[config.mk]
export PLATFORM = sky130hd
export DESIGN_NAME = mips32_mem_arbiter
export DESIGN_NICKNAME = d
export VERILOG_FILES = /design/src/rtl/mips32_mem_arbiter_pkg.sv /design/src/rtl/mips32_rr_pick.sv /design/src/rtl/mips32_mem_arbiter.sv
export SDC_FILE = /design/constraint.sdc
export NUM_CORES = 1
export LEC_CHECK = 0
export CORE_MARGIN = 1
export CORE_UTILIZATION = 31
export CTS_CLUSTER_DIAMETER = 50
export DETAILED_ROUTE_END_ITERATION = 10
export PLACE_DENSITY = 0.79
export SKIP_CTS_REPAIR_TIMING = 1
export SYNTH_ARGS = -nofsm -noshare
export SYNTH_HDL_FRONTEND = slang
export SYNTH_SLANG_ARGS = --single-unit
export TNS_END_PERCENT = 30
[constraint.sdc]
create_clock -name clk -period 3.5 [get_ports clk]
set_input_delay 0.7 -clock clk [delete_from_list [all_inputs] [get_ports clk]]
set_output_delay 0.7 -clock clk [all_outputs]
set_load 0.01 [all_outputs]
[src/rtl/mips32_mem_arbiter_pkg.sv]
// Shared definitions for the unified-memory arbiter: port indices, FSM states,
// default widths and the cyclic round-robin index helper.
package mips32_pkg;

   localparam int DEF_ADDR_W = 10;
   localparam int DEF_DATA_W = 32;

   localparam logic [1:0] PORT_IF = 2'd0;
   localparam logic [1:0] PORT_DM = 2'd1;
   localparam logic [1:0] PORT_LD = 2'd2;

   typedef enum logic [1:0] {ARB, LOCKED, BACKOFF} arb_state_t;

   // Port k steps after p in the cyclic order IF -> DM -> LD.
   function automatic logic [1:0] rr_idx(input logic [1:0] p, input int k);
      int s;
      s = (int'(p) + k) % 3;
      return s[1:0];
   endfunction

endpackage

[src/rtl/mips32_rr_pick.sv]
// 3-way round-robin selector: priority starts at the port after ptr and the
// result is a one-hot grant among the unmasked requesters.
module mips32_rr_pick
   import mips32_pkg::*;
(
   input  logic [2:0] req,
   input  logic [1:0] ptr,
   input  logic [2:0] mask,
   output logic [2:0] gnt
);

   logic [2:0] eff;
   assign eff = req & mask;

   // Scan lowest priority first so the highest-priority hit is written last.
   always_comb begin
      gnt = '0;
      for (int k = 3; k >= 1; k--) begin
         if (eff[rr_idx(ptr, k)]) begin
            gnt = '0;
            gnt[rr_idx(ptr, k)] = 1'b1;
         end
      end
   end

endmodule

[src/rtl/mips32_mem_arbiter.sv]
// Round-robin arbiter for the shared instruction/data memory with loader lock,
// lock timeout and backoff. Define MIPS32_ARB_STATS_EN for per-port grant counters.
module mips32_mem_arbiter
   import mips32_pkg::*;
#(
   parameter int ADDR_W   = DEF_ADDR_W,
   parameter int DATA_W   = DEF_DATA_W,
   parameter int LOCK_MAX = 64
) (
   input  logic              clk,
   input  logic              rst_n,
   input  logic              if_req,
   input  logic [ADDR_W-1:0] if_addr,
   output logic              if_gnt,
   output logic              if_rvalid,
   input  logic              dm_req,
   input  logic              dm_we,
   input  logic [ADDR_W-1:0] dm_addr,
   input  logic [DATA_W-1:0] dm_wdata,
   output logic              dm_gnt,
   output logic              dm_rvalid,
   input  logic              ld_req,
   input  logic              ld_we,
   input  logic              ld_lock,
   input  logic [ADDR_W-1:0] ld_addr,
   input  logic [DATA_W-1:0] ld_wdata,
   output logic              ld_gnt,
   output logic              ld_rvalid,
   output logic [DATA_W-1:0] rd_data,
   output logic              mem_en,
   output logic              mem_we,
   output logic [ADDR_W-1:0] mem_addr,
   output logic [DATA_W-1:0] mem_wdata,
   input  logic [DATA_W-1:0] mem_rdata,
`ifdef MIPS32_ARB_STATS_EN
   input  logic              stat_clr,
   output logic [15:0]       stat_if,
   output logic [15:0]       stat_dm,
   output logic [15:0]       stat_ld,
`endif
   output logic              lock_err
);

   localparam int CNT_W = $clog2(LOCK_MAX + 1);

   arb_state_t       state;
   logic [1:0]       rr_ptr;
   logic [CNT_W-1:0] lock_cnt;
   logic [2:0]       req, mask, gnt;

   assign req = {ld_req, dm_req, if_req};

   // Grants are forced off while reset is asserted, not just after it.
   always_comb begin
      mask = 3'b111;
      if (!rst_n)              mask = 3'b000;
      else if (state == LOCKED) mask = 3'b100;
   end

   mips32_rr_pick u_pick (
      .req  (req),
      .ptr  (rr_ptr),
      .mask (mask),
      .gnt  (gnt)
   );

   assign if_gnt   = gnt[PORT_IF];
   assign dm_gnt   = gnt[PORT_DM];
   assign ld_gnt   = gnt[PORT_LD];
   assign mem_en   = |gnt;
   assign rd_data  = mem_rdata;
   assign lock_err = (state == LOCKED) && ld_lock && (lock_cnt == CNT_W'(LOCK_MAX));

   always_comb begin
      mem_we    = 1'b0;
      mem_addr  = if_addr;
      mem_wdata = '0;
      if (gnt[PORT_DM]) begin
         mem_we    = dm_we;
         mem_addr  = dm_addr;
         mem_wdata = dm_wdata;
      end else if (gnt[PORT_LD]) begin
         mem_we    = ld_we;
         mem_addr  = ld_addr;
         mem_wdata = ld_wdata;
      end
   end

   always_ff @(posedge clk or negedge rst_n) begin
      if (!rst_n) begin
         state     <= ARB;
         rr_ptr    <= PORT_IF;
         lock_cnt  <= '0;
         if_rvalid <= 1'b0;
         dm_rvalid <= 1'b0;
         ld_rvalid <= 1'b0;
      end else begin
         if_rvalid <= gnt[PORT_IF];
         dm_rvalid <= gnt[PORT_DM] & ~dm_we;
         ld_rvalid <= gnt[PORT_LD] & ~ld_we;

         if (gnt[PORT_IF])      rr_ptr <= PORT_IF;
         else if (gnt[PORT_DM]) rr_ptr <= PORT_DM;
         else if (gnt[PORT_LD]) rr_ptr <= PORT_LD;

         case (state)
            ARB: begin
               if (gnt[PORT_LD] && ld_lock) begin
                  state    <= LOCKED;
                  lock_cnt <= CNT_W'(1);
               end
            end
            LOCKED: begin
               if (!ld_lock) begin
                  state    <= ARB;
                  rr_ptr   <= PORT_LD;
                  lock_cnt <= '0;
               end else if (lock_cnt == CNT_W'(LOCK_MAX)) begin
                  state    <= BACKOFF;
                  lock_cnt <= '0;
               end else begin
                  lock_cnt <= lock_cnt + CNT_W'(1);
               end
            end
            BACKOFF: begin
               if (!ld_lock) state <= ARB;
            end
            default: state <= ARB;
         endcase
      end
   end

`ifdef MIPS32_ARB_STATS_EN
   logic [2:0][15:0] stat_q;

   always_ff @(posedge clk or negedge rst_n) begin
      if (!rst_n) begin
         stat_q <= '0;
      end else begin
         for (int p = 0; p < 3; p++) begin
            if (stat_clr)
               stat_q[p] <= '0;
            else if (gnt[p] && stat_q[p] != 16'hFFFF)
               stat_q[p] <= stat_q[p] + 16'd1;
         end
      end
   end

   assign stat_if = stat_q[PORT_IF];
   assign stat_dm = stat_q[PORT_DM];
   assign stat_ld = stat_q[PORT_LD];
`endif

endmodule

==> qor.txt <==
status -> complete, but fails checks
failing checks -> negative setup slack
CP Data Required Time -> 2.80 ns
first-pass GRT wire length -> 12500 um
global routing's busiest layer -> met2
Cell Area, Placed -> 3840 um2
Synth Warn # -> 0
async set-reset flop share out of synthesis -> 100%
CTS tree -> built
Clock Path Buffers -> 2
Mapped Cells -> 308
Mapped Area -> 2290 um2
Setup crit start kind -> flop
Vias/cell -> 5.06
share of cells above drive strength 1 -> 12.4%
met1 usage -> 25.9%
core area -> 6940 um2
post-route design area -> 3990 um2
wire per inst -> 15.2 um
fin nets -> 584
worst reg2reg path startpoint -> rr_ptr[1]$_DFF_PN0_
CTS HTree Levels -> 1
Final Max Tran Viols -> 0
Worst-Skew Late Latency -> 0.24 ns
Buffers on Ports -> 152
hold crit path type -> flop to flop
routability cong. -> 0.877
Clock Sinks -> 14
clock-pin slew on the worst setup and hold paths -> 0.06 ns
met3 GRT Util -> 4.34%
Worst-Margin Slew -> 0.578 ns
Routed Wire Length -> 8200 um
Total GRT Usage -> 20.5%
power density cells -> 766 nW/um2
CP arrival -> 2.88 ns
DR vias -> 2721
area growth from synthesis to layout -> 74.5%
Yosys reg bits -> 14
Core Rows -> 30
Post-DP HPWL -> 6560 um
Setup crit start -> rr_ptr[1]$_DFF_PN0_
minimum clock period -> 3.58 ns
Peak VDD IR -> 0.000414 V
Final Setup Violations -> 2
sequential area share after synthesis -> 15.3%
Max Cap Violations -> 0
drt drc -> 0
RSZ-0062 raised after global routing -> yes
initial drt markers -> 203
Critical Path Fanout Max -> 8
Worst Skew -> 0.00249 ns
Root Buffer -> clkbuf_8
min-delay src -> lock_cnt[6]$_DFFE_PN0P_
syn_nets -> 448
Starting Density -> 32.9%
Die X -> 87.9 um
Syn Area/Cell -> 7.43 um2
met2 Track Usage GR -> 35.9%
Lkg Pwr -> 2.33 nW
final setup margin -> -0.0781 ns
final hold viol count -> 0
CP endpoint kind -> primary output
diode count -> 0
FMAX -> 279 MHz
hold_ws -> 0.566 ns
Post-synth EDFFs -> 0
Crit Path Category -> flop to primary output
Final period util -> 102%
GRT overflow -> 0
vias in the first global route -> 2549
post-synth cell types -> 50
die height -> 87.9 um
antenna-violating nets left -> 0
Slew Limit Headroom -> 61.1%
CTS buffer count -> 3
TritonRoute pass-1 iters -> 4
Ports -> 217
largest net degree at the start of global routing -> 36
Main synth FF type -> dfrtp_1
total die area -> 7730 um2
initial antenna violation count -> 0
==> layout by cell type (no fill, tap or decap), types with 5 or more instances in the layout <==
cell and count:
nand2_1 11, inv_1 40, dlymetal6s2s_1 41, a211oi_1 11, buf_4 27, dfrtp_1 14
nand2b_1 5, nor2_1 8, a21oi_1 8, o21ai_0 14, clkdlybuf4s50_1 106, ha_1 5
clkbuf_2 5, nand3_1 49, mux2i_1 33, a31oi_1 12
==> sequential cells by signal, summed over array words and instances, names as in the netlist <==
| name | count |
|---|---|
| rr_ptr | 2 |
| dm_rvalid | 1 |
| ld_rvalid | 1 |
| lock_cnt | 7 |
| if_rvalid | 1 |
| state | 2 |
==> worst max-delay path, cell delays in order, from the launching register on <==
cell,delay [ns]
dfrtp_1,0.41
ha_1,0.37
mux2_4,0.32
a41oi_2,0.24
o31a_2,0.20
a21o_4,0.19
buf_6,0.17
mux2i_1,0.18
clkdlybuf4s50_1,0.55
==> report_power, final <==
group | leakage [nW] | total (mW) | internal [mW] | switching, mW
Sequential | 0.187 | 0.238 | 0.208 | 0.0298
Combinational | 2.13 | 2.69 | 1.40 | 1.29
Clock | 0.0216 | 0.130 | 0.0761 | 0.0540
Total | 2.33 | 3.06 | 1.69 | 1.37
==> per-stage QoR <==
stage          util [%]  TNS [ns]  std cells  power, mW  worst slack, ns
3_5_place_dp       55.4    -16.91        534       3.01           -0.435
5_1_grt            57.5    -0.637        538       3.28           -0.202
4_1_cts            56.0    -16.98        537       3.15           -0.435
3_3_place_gp       55.4    -15.52        534       2.98           -0.373
2_1_floorplan         -         0        308       1.73            0.524
6_report           57.5    -0.155        538       3.06          -0.0781
==> synth_stat cells, types with 2 or more instances <==
master,number,area share (%)
a211oi_1,11,3.6
a21o_1,3,0.98
a21oi_1,8,1.8
a31oi_1,12,3.3
and4b_1,2,0.88
buf_2,10,2.2
buf_4,33,11
buf_6,4,2.0
clkbuf_1,6,0.98
dfrtp_1,14,15
ha_1,6,3.3
inv_1,40,6.6
mux2_2,2,0.98
mux2i_1,33,14
nand2_1,11,1.8
nand2b_1,5,1.4
nand3_1,49,11
nand4_1,2,0.55
nor2_1,8,1.3
nor2b_1,2,0.55
o21a_1,3,0.98
o21ai_0,14,3.1
o22ai_1,2,0.55
or3_1,2,0.55
==> routing by layer <==
metal | up-vias | wire, um
li1 | 1312 | -
met1 | 1258 | 3280
met2 | 145 | 4210
met3 | 6 | 654
met4 | 0 | 46
met5 | - | 0
==> cell families (layout without fill, tap and decap cells) <==
| kind of cell | count (synthesis) | in the layout | share of synthesized area, % |
|---|---|---|---|
| buffers and inverters | 96 | 230 | 23.9 |
| AND/OR/NAND/NOR | 88 | 88 | 20.0 |
| AO/OA/AOI/OAI | 66 | 66 | 20.6 |
| multiplexers | 36 | 36 | 16.1 |
| flip-flops | 14 | 14 | 15.3 |
| adder cells (fa/ha/maj) | 6 | 6 | 3.28 |
| XOR/XNOR | 2 | 2 | 0.766 |
==> area by class of cell <==
cell class / count / area [um2]
clock buffers: 3 / 41.3
fillers: 639 / 2950
well taps: 96 / 120
flip-flops and latches: 14 / 350
repair buffers: 186 / 1920
multi-input cells: 198 / 1410
inverters: 41 / 156
==> worst paths after layout <==
kind                                                 to  slack, ns  depth (start not counted)
worst max-delay path                      mem_wdata[24]      -0.08                          8
worst min-delay path            lock_cnt[6]$_DFFE_PN0P_       0.57                          1
worst max register to register  lock_cnt[3]$_DFFE_PN0P_       0.82                          9
worst min register to register  lock_cnt[6]$_DFFE_PN0P_       0.57                          1
max in group asynchronous           ld_rvalid$_DFF_PN0_       2.64                          3
min in group asynchronous       lock_cnt[6]$_DFFE_PN0P_       0.64                          2
No activity file was read; power rests on OpenSTA's default activity.
